### config.mk
export PLATFORM = sky130hd
export DESIGN_NAME = operand_fetch
export DESIGN_NICKNAME = d
export VERILOG_FILES = /design/src/rtl/operand_fetch.sv
export SDC_FILE = /design/constraint.sdc
export NUM_CORES = 1
export LEC_CHECK = 0
export ABC_CLOCK_PERIOD_IN_PS = 2000
export BUFFER_PORTS_ARGS = -buffer_cell sky130_fd_sc_hd__buf_2
export CAP_MARGIN = 20
export CORE_ASPECT_RATIO = 0.75
export CORE_MARGIN = 2
export CORE_UTILIZATION = 40
export DETAILED_ROUTE_END_ITERATION = 7
export PLACE_DENSITY = 0.72
export SLEW_MARGIN = 20
export SYNTH_ARGS = -nofsm -noshare
export SYNTH_HDL_FRONTEND = slang
export SYNTH_SLANG_ARGS = --single-unit
### constraint.sdc
create_clock -name clk -period 2 [get_ports clk]
set_input_delay 0.4 -clock clk [delete_from_list [all_inputs] [get_ports clk]]
set_output_delay 0.4 -clock clk [all_outputs]
set_load 0.01 [all_outputs]
### src/rtl/operand_fetch.sv
// Operand fetch stage: reads two registers through a shared-port register
// file and hands them to the ALU while arbitrating ALU writeback.
module operand_fetch #(
  parameter int DATA_W = 16,
  parameter int ADDR_W = 4
) (
  input  logic              clk,
  input  logic              rst,
  input  logic              req_valid,
  output logic              req_ready,
  input  logic [ADDR_W-1:0] req_dst,
  input  logic [ADDR_W-1:0] req_src,
  output logic [ADDR_W-1:0] rf_dst_addr,
  output logic [ADDR_W-1:0] rf_src_addr,
  output logic [DATA_W-1:0] rf_wdata,
  output logic              rf_write,
  input  logic [DATA_W-1:0] rf_dst_data,
  input  logic [DATA_W-1:0] rf_src_data,
  output logic              op_valid,
  input  logic              op_ready,
  output logic [DATA_W-1:0] op_a,
  output logic [DATA_W-1:0] op_b,
  output logic [ADDR_W-1:0] op_dst,
  input  logic              wb_valid,
  output logic              wb_ready,
  input  logic [ADDR_W-1:0] wb_addr,
  input  logic [DATA_W-1:0] wb_data
);

  typedef enum logic [1:0] {
    IDLE = 2'd0,
    RD   = 2'd1,
    CAP  = 2'd2,
    OUT  = 2'd3
  } state_t;

  state_t            state;
  state_t            state_nx;
  logic [ADDR_W-1:0] dst_q;
  logic [ADDR_W-1:0] src_q;

  always_comb begin
    state_nx  = state;
    req_ready = 1'b0;
    wb_ready  = 1'b0;
    unique case (state)
      IDLE: begin
        wb_ready  = 1'b1;
        req_ready = !wb_valid;
        if (req_valid && !wb_valid)
          state_nx = RD;
      end
      RD:  state_nx = CAP;
      CAP: state_nx = OUT;
      OUT: begin
        wb_ready = 1'b1;
        if (op_ready)
          state_nx = IDLE;
      end
    endcase
    // Nothing may be accepted while reset is held.
    if (rst) begin
      req_ready = 1'b0;
      wb_ready  = 1'b0;
    end
  end

  // The dst port is shared: writeback borrows it only outside RD/CAP.
  assign rf_write    = wb_valid && wb_ready;
  assign rf_dst_addr = rf_write ? wb_addr : dst_q;
  assign rf_wdata    = rf_write ? wb_data : '0;
  assign rf_src_addr = src_q;

  always_ff @(posedge clk or posedge rst) begin
    if (rst) begin
      state    <= IDLE;
      dst_q    <= '0;
      src_q    <= '0;
      op_valid <= 1'b0;
      op_a     <= '0;
      op_b     <= '0;
      op_dst   <= '0;
    end else begin
      state <= state_nx;
      if (state == IDLE && req_valid && req_ready) begin
        dst_q <= req_dst;
        src_q <= req_src;
      end
      if (state == CAP) begin
        op_a     <= rf_dst_data;
        op_b     <= rf_src_data;
        op_dst   <= dst_q;
        op_valid <= 1'b1;
      end
      if (state == OUT && op_ready)
        op_valid <= 1'b0;
    end
  end

endmodule

==> impl_metrics.py, run 1 <==
metrics = {
    "status": {
        "status": "finished, violations left",
        "violations": "setup timing",
    },
    "power_and_ir_drop": {
        "power_w": 0.004601,
        "p_per_area_nw_per_um2": 1556,
        "switching_power_w": 0.001558,
        "pwr-share-comb_pct": 51.7,
        "internal_power_w": 0.003043,
        "seqPwrFrac_pct": 36.6,
        "clkPwrFrac_pct": 11.7,
        "peakVddDrop_v": 0.0005737,
        "swShare_pct": 33.86,
        "leakagePower_nw": 1.586,
    },
    "synth": {
        "yosys-top-cells-count": "47 x dfrtp_1, 41 x mux2_2, 10 x and3_1",
        "syn_inst": 138,
        "yosys_warnings": 0,
        "syn-cell-area_sq_um": 2049,
        "yosysSeqAreaShare_pct": 57.39,
        "syn_nets": 207,
        "avgSynthCellArea_sq_um": 14.85,
        "synth_ff_type": "dfrtp_1",
        "ys_types": 20,
        "synth_top_area_share_pct": 57.39,
        "ys_seq_elements": 47,
        "synthArstFlopShare_pct": 100.0,
        "synth_edf_count": 0,
        "yosys.area.top_type": "dfrtp_1",
        "synthTopCellsByArea": "dfrtp_1 57%, mux2_2 23%, mux2_4 5.9%, and3_1 3.1%, ha_1 2.4%",
        "post-synth-top-count-cell": "dfrtp_1",
    },
    "routing": {
        "routedWlPerCell_microns": 13.62,
        "ant_nets": 0,
        "dr.pass1.iters": 4,
        "routed_wl_microns": 4576,
        "post-route-drc-count": 0,
        "vias": 1586,
        "avgViaCountPerCell": 4.720,
        "drt_iter0_drc": 34,
    },
    "grt": {
        "grt_pass1_wl_microns": 7141,
        "grt_pass1_vias": 1585,
        "grt_usage_pct": 16.34,
        "gr-total-overflow": 0,
        "antenna_found_initial": 0,
        "grt_max_degree": 29,
    },
    "critical_path": {
        "critical_path.cell_chain": "inv_2 -> ha_4 -> nor2_4 -> and2_4 -> mux2_4 -> buf_6",
        "regToRegEndpoint": "state[1]",
        "r2r_start": "state[0]",
        "crit_arrival_ns": 1.69,
        "rrSetupSlack_ns": 0.33,
        "start_kind": "register",
        "crit_required_ns": 1.60,
        "critPathSlowestCell": "dfrtp_1",
        "end_kind": "output pin",
        "reg2reg_depth": 6,
        "critPathLaunch": "state[0]",
        "crit_type": "register to output pin",
        "slowest_delay_ns": 0.40,
        "endpoint": "rf_dst_addr[3]",
        "crit_path_max_fanout": 5,
    },
    "place": {
        "place_ws_ns": -0.03027,
        "placed_cell_area_sq_um": 2789,
        "io_buffer_count": 128,
        "gp_congestion": 0.7531,
        "placed_cells": 325,
        "dp_hpwl_microns": 3630,
    },
    "cells_and_area": {
        "design_area_sq_um": 2957,
        "instances_no_fill": 336,
        "syn_to_final_growth_pct": 44.26,
        "drive_gt1_share_pct": 76.09,
        "antenna_cells": 0,
        "nets": 345,
        "fillers": 424,
    },
    "timing": {
        "post-route-min-period_ns": 2.095,
        "rsz0062_at_grt": "yes",
        "final.period_utilization_pct": 104.7,
        "relSlewSlack_pct": 70.10,
        "fin_setup_tns_ns": -0.3584,
        "max_freq_mhz": 477.4,
        "hold_viol": 0,
        "final-setup-viol-count": 4,
        "skew_ns": 0.008683,
        "setup_ws_ns": -0.09487,
        "finalMaxSlewViolations": 0,
        "worst_pin_slew_ns": 0.4478,
    },
    "clock_tree": {
        "hold_buffers": 0,
        "cts_buffer_depth": 2,
        "clkSinkCount": 47,
        "clkTransAtPathRegs_ns": 0.08,
        "clk_latency_ns": 0.29,
        "cts_tree": "done",
        "h-tree-depth": 2,
        "cts_made_buffers": 5,
        "cts_root_buf": "clkbuf_8",
    },
    "floorplan": {
        "die-area_sq_um": 5718,
        "die_h_microns": 65.99,
        "num_io_pins": 129,
        "die_w_microns": 86.66,
        "core_sq_um": 4927,
        "start_util_pct": 41.59,
        "rows": 22,
    },
    "min_path": {
        "hold_class": "input pin to asynchronous set/reset pin",
    },
    "run": {
        "drv_cap": 0,
    },
}
[power groups by stage]
stage,logic (W),registers (W),clock network (W)
6_report,0.00238,0.00168,0.000539
3_5_place_dp,0.00223,0.00171,0
5_1_grt,0.00259,0.00175,0.000604
3_3_place_gp,0.00217,0.00168,0
2_1_floorplan,0.00117,0.00190,0
4_1_cts,0.00240,0.00169,0.000565
[how the worst min path moves through the flow]
stage / slack, ns / startpoint / endpoint / cells after the start
after CTS: 0.16 / rst / op_dst[3] / 2
after floorplan: 0.49 / op_ready / op_valid / 1
final: 0.15 / rst / op_dst[0] / 2
after detailed placement: 0.48 / rst / state[1] / 2
after global placement: 0.48 / rst / state[0] / 2
after global routing: 0.19 / rst / op_dst[3] / 2
[critical path: cells and delay by family (launching register included)]
family	cells	cell delay, ns
buffers and inverters	2	0.20
adders and majority gates	1	0.21
DFF	1	0.40
muxes	1	0.32
and+or+nand+nor	2	0.28
[layer usage]
layer	share of wire, %	GRT usage (%)
met2	52	30.29
met4	0.94	5.273
met3	6.8	3.620
met1	40	18.73
met5	0	0
[cell usage in the layout, fill, tap and decap left out, drive strengths merged]
cell,count
a21oi,2
mux2i,1
and2,2
buf,139
nor3b,1
nor2,3
nand2b,1
ha,4
clkinv,2
clkbuf,5
dfrtp,47
inv,3
nor2b,1
and3,16
mux2,49
[area by class of cell]
type | instances | area [sq um] | area share, %
Clock buffer | 5 | 68.82 | 2.328
Clock inverter | 2 | 13.76 | 0.4655
Inverter | 3 | 11.26 | 0.3809
Multi-Input combinational cell | 80 | 850.8 | 28.78
Sequential cell | 47 | 1176 | 39.78
Tap cell | 60 | 75.07 | 2.539
Timing Repair Buffer | 139 | 760.7 | 25.73
[flip-flops by register name, indices dropped and copies added, names as in the netlist]
| signal | flops |
|---|---|
| op_a | 16 |
| op_b | 16 |
| dst_q | 4 |
| op_dst | 4 |
| rf_src_addr | 4 |
| state | 2 |
| op_valid | 1 |
[stage by stage]
step / util (%) / hold slack, ns
after floorplan: - / 0.4889
after global placement: 56.60 / 0.4822
after detailed placement: 56.60 / 0.4830
after CTS: 59.70 / 0.1631
after global routing: 60.01 / 0.1934
final: 60.01 / 0.1531
[kinds of logic after synthesis]
family                   count (synthesis)  synth area share [%]
AO/OA/AOI/OAI                            2                0.4884
buffers and inverters                   11                 2.686
AND/OR/NAND/NOR                         24                 8.120
adder cells (fa/ha/maj)                  4                 2.442
flip-flops                              47                 57.39
multiplexers                            50                 28.88
[timing repair]
| item | 4_1_cts | 5_1_grt |
|---|---|---|
| buffers inserted | 3 | 2 |
| resized for setup | 13 | 0 |
| endpoints found under the setup margin | 21 | 19 |
| pin swaps | 1 | 1 |
Power figures use the tool's default switching activity.
==> run 2: changes to the inputs <==
--- a/config.mk
+++ b/config.mk
@@ -6,13 +6,13 @@
 export NUM_CORES = 1
 export LEC_CHECK = 0
 export ABC_CLOCK_PERIOD_IN_PS = 2000
-export BUFFER_PORTS_ARGS = -buffer_cell sky130_fd_sc_hd__buf_2
 export CAP_MARGIN = 20
 export CORE_ASPECT_RATIO = 0.75
 export CORE_MARGIN = 2
-export CORE_UTILIZATION = 40
+export CORE_UTILIZATION = 61
 export DETAILED_ROUTE_END_ITERATION = 7
-export PLACE_DENSITY = 0.72
+export DONT_BUFFER_PORTS = 1
+export PLACE_DENSITY = 0.73
 export SLEW_MARGIN = 20
 export SYNTH_ARGS = -nofsm -noshare
 export SYNTH_HDL_FRONTEND = slang
==> run 2 against run 1 <==
  * Clock-buffer cell count is 1 higher
  * Clock skew decreased by 0.0057 ns
  * Fmax increased by 4.8%
  * Largest power group is now registers
  * The run now ends clean
  * Worst setup slack improved by 0.095 ns
  * Clock power up 21%
  * Non-clock buffer count down 128
  * Total power fell by 9.7%
  * Design area down 23%
  * Combinational power is 36% lower
  * Global-route usage increased by 3.7 points
  * Sequential share of layout area is 12 points higher
  * Die area shrank 33%
==> impl_metrics.py, run 2 (synthesis results as in run 1) <==
metrics = {
    "status": {
        "status": "finished, final reports clean",
    },
    "place": {
        "io_buffer_count": 0,
        "gp_congestion": 0.7129,
        "placed_cells": 176,
        "dp_hpwl_microns": 2838,
        "place_ws_ns": 0.08323,
    },
    "power_and_ir_drop": {
        "pwr-share-comb_pct": 36.6,
        "leakagePower_nw": 1.054,
        "seqPwrFrac_pct": 47.7,
        "peakVddDrop_v": 0.001044,
        "p_per_area_nw_per_um2": 1820,
        "internal_power_w": 0.002727,
        "swShare_pct": 34.38,
        "clkPwrFrac_pct": 15.7,
        "switching_power_w": 0.001429,
    },
    "clock_tree": {
        "hold_buffers": 0,
        "cts_made_buffers": 5,
        "clkTransAtPathRegs_ns": 0.08,
        "clk_latency_ns": 0.29,
        "cts_tree": "done",
        "clkSinkCount": 47,
        "h-tree-depth": 2,
        "cts_root_buf": "clkbuf_8",
        "cts_buffer_depth": 2,
    },
    "critical_path": {
        "crit_type": "register to output pin",
        "crit_path_max_fanout": 5,
        "critical_path.cell_chain": "inv_2 -> ha_4 -> nor2_4 -> and2_4 -> mux2_4",
        "critPathSlowestCell": "dfrtp_1",
        "crit_family": "flip-flops",
        "start_kind": "register",
        "crit_required_ns": 1.60,
        "end_kind": "output pin",
        "crit_arrival_ns": 1.60,
        "reg2reg_depth": 6,
        "slowest_delay_ns": 0.40,
        "path_depth": 5,
        "path_buf_inv": 1,
    },
    "routing": {
        "routed_wl_microns": 3897,
        "drt_iter0_drc": 53,
        "ant_nets": 0,
        "vias": 1141,
        "avgViaCountPerCell": 6.069,
        "routedWlPerCell_microns": 20.73,
        "post-route-drc-count": 0,
        "dr.pass1.iters": 3,
    },
    "cells_and_area": {
        "antenna_cells": 0,
        "layout_common_cells": "47 x dfrtp_1, 37 x mux2_2, 12 x mux2_4",
        "nets": 217,
        "layout_commonest_cell": "dfrtp_1",
        "drive_gt1_share_pct": 54.05,
        "syn_to_final_growth_pct": 11.42,
        "instances_no_fill": 188,
        "reg.largest.list": "op_a (16), op_b (16)",
        "finish.utilization_pct": 70.41,
    },
    "floorplan": {
        "die_h_microns": 54.20,
        "die-area_sq_um": 3844,
        "start_util_pct": 63.19,
        "rows": 18,
        "num_io_pins": 129,
        "die_w_microns": 70.93,
        "core_sq_um": 3243,
    },
    "timing": {
        "post-route-min-period_ns": 1.999,
        "skew_ns": 0.003005,
        "max_freq_mhz": 500.1,
        "hold_viol": 0,
        "setup_ws_ns": 0.0005546,
        "worst_pin_slew_ns": 0.4804,
        "rsz0062_at_grt": "yes",
        "relSlewSlack_pct": 67.93,
        "final-setup-viol-count": 0,
        "final.period_utilization_pct": 99.97,
        "finalMaxSlewViolations": 0,
    },
    "grt": {
        "gr-total-overflow": 0,
        "grt_pass1_vias": 1150,
        "antenna_found_initial": 0,
        "grt_pass1_wl_microns": 5561,
        "grt_max_degree": 27,
        "grt_usage_pct": 20.05,
    },
    "min_path": {
        "hold_class": "input pin to asynchronous set/reset pin",
    },
    "run": {
        "drv_cap": 0,
    },
}
[run 2: cell types whose count changed in the layout (fill, tap and decap cells not counted)]
cell	before	now
clkinv_2	1	0
ha_2	1	0
clkinv_4	1	0
clkbuf_1	0	1
ha_1	2	3
buf_6	4	0
bufinv_16	0	1
buf_2	124	0
[run 2: cell type report]
type / count / area [sq um]
Fill cell: 213 / 959.7
Clock buffer: 6 / 72.57
Inverter: 3 / 11.26
Tap cell: 40 / 50.05
Clock inverter: 1 / 30.03
Multi-Input combinational cell: 80 / 848.3
Timing Repair Buffer: 11 / 95.09
Sequential cell: 47 / 1176
[run 2: metrics by stage]
stage	setup TNS, ns	area [sq um]	hold slack, ns	power, W
2_1_floorplan	0	2049	0.4889	0.003073
3_3_place_gp	0	2113	0.3117	0.003275
3_5_place_dp	0	2113	0.3305	0.003373
4_1_cts	-0.02428	2253	0.01056	0.004111
5_1_grt	-0.2012	2283	0.02819	0.004406
6_report	0	2283	0.004748	0.004155
[run 2: worst paths after layout]
path | startpoint | slack [ns] | endpoint
setup / recovery | state[0] | 0.0006 | rf_dst_addr[1]
hold / removal | rst | 0.005 | op_a[7]
min in group clk | op_ready | 0.19 | op_valid
hold reg to reg | dst_q[0] | 0.55 | dst_q[0]
setup reg to reg | state[1] | 0.30 | state[1]
max in group asynchronous | rst | 1.51 | op_dst[2]
[run 2: power groups by stage]
stage	registers (W)	logic, W	clock network (W)
6_report	0.00198	0.00152	0.000651
5_1_grt	0.00205	0.00165	0.000703
4_1_cts	0.00199	0.00146	0.000664
2_1_floorplan	0.00190	0.00117	0
3_5_place_dp	0.00201	0.00136	0
3_3_place_gp	0.00200	0.00128	0
[run 2: layer usage]
metal	vias to the layer above	GRT usage, %	wire length [microns]
met1	556	22.60	1537
met3	12	7.678	353
met2	73	33.64	1907
li1	500	-	-
met4	0	11.32	99
met5	-	0	0
[run 2: timing repair]
| item | in CTS | in global routing |
|---|---|---|
| buffers inserted | 3 | 2 |
| pin swaps | 0 | 1 |
| setup endpoints to repair | 21 | 4 |
| gates resized for setup | 5 | 4 |
| cloned | 0 | 0 |
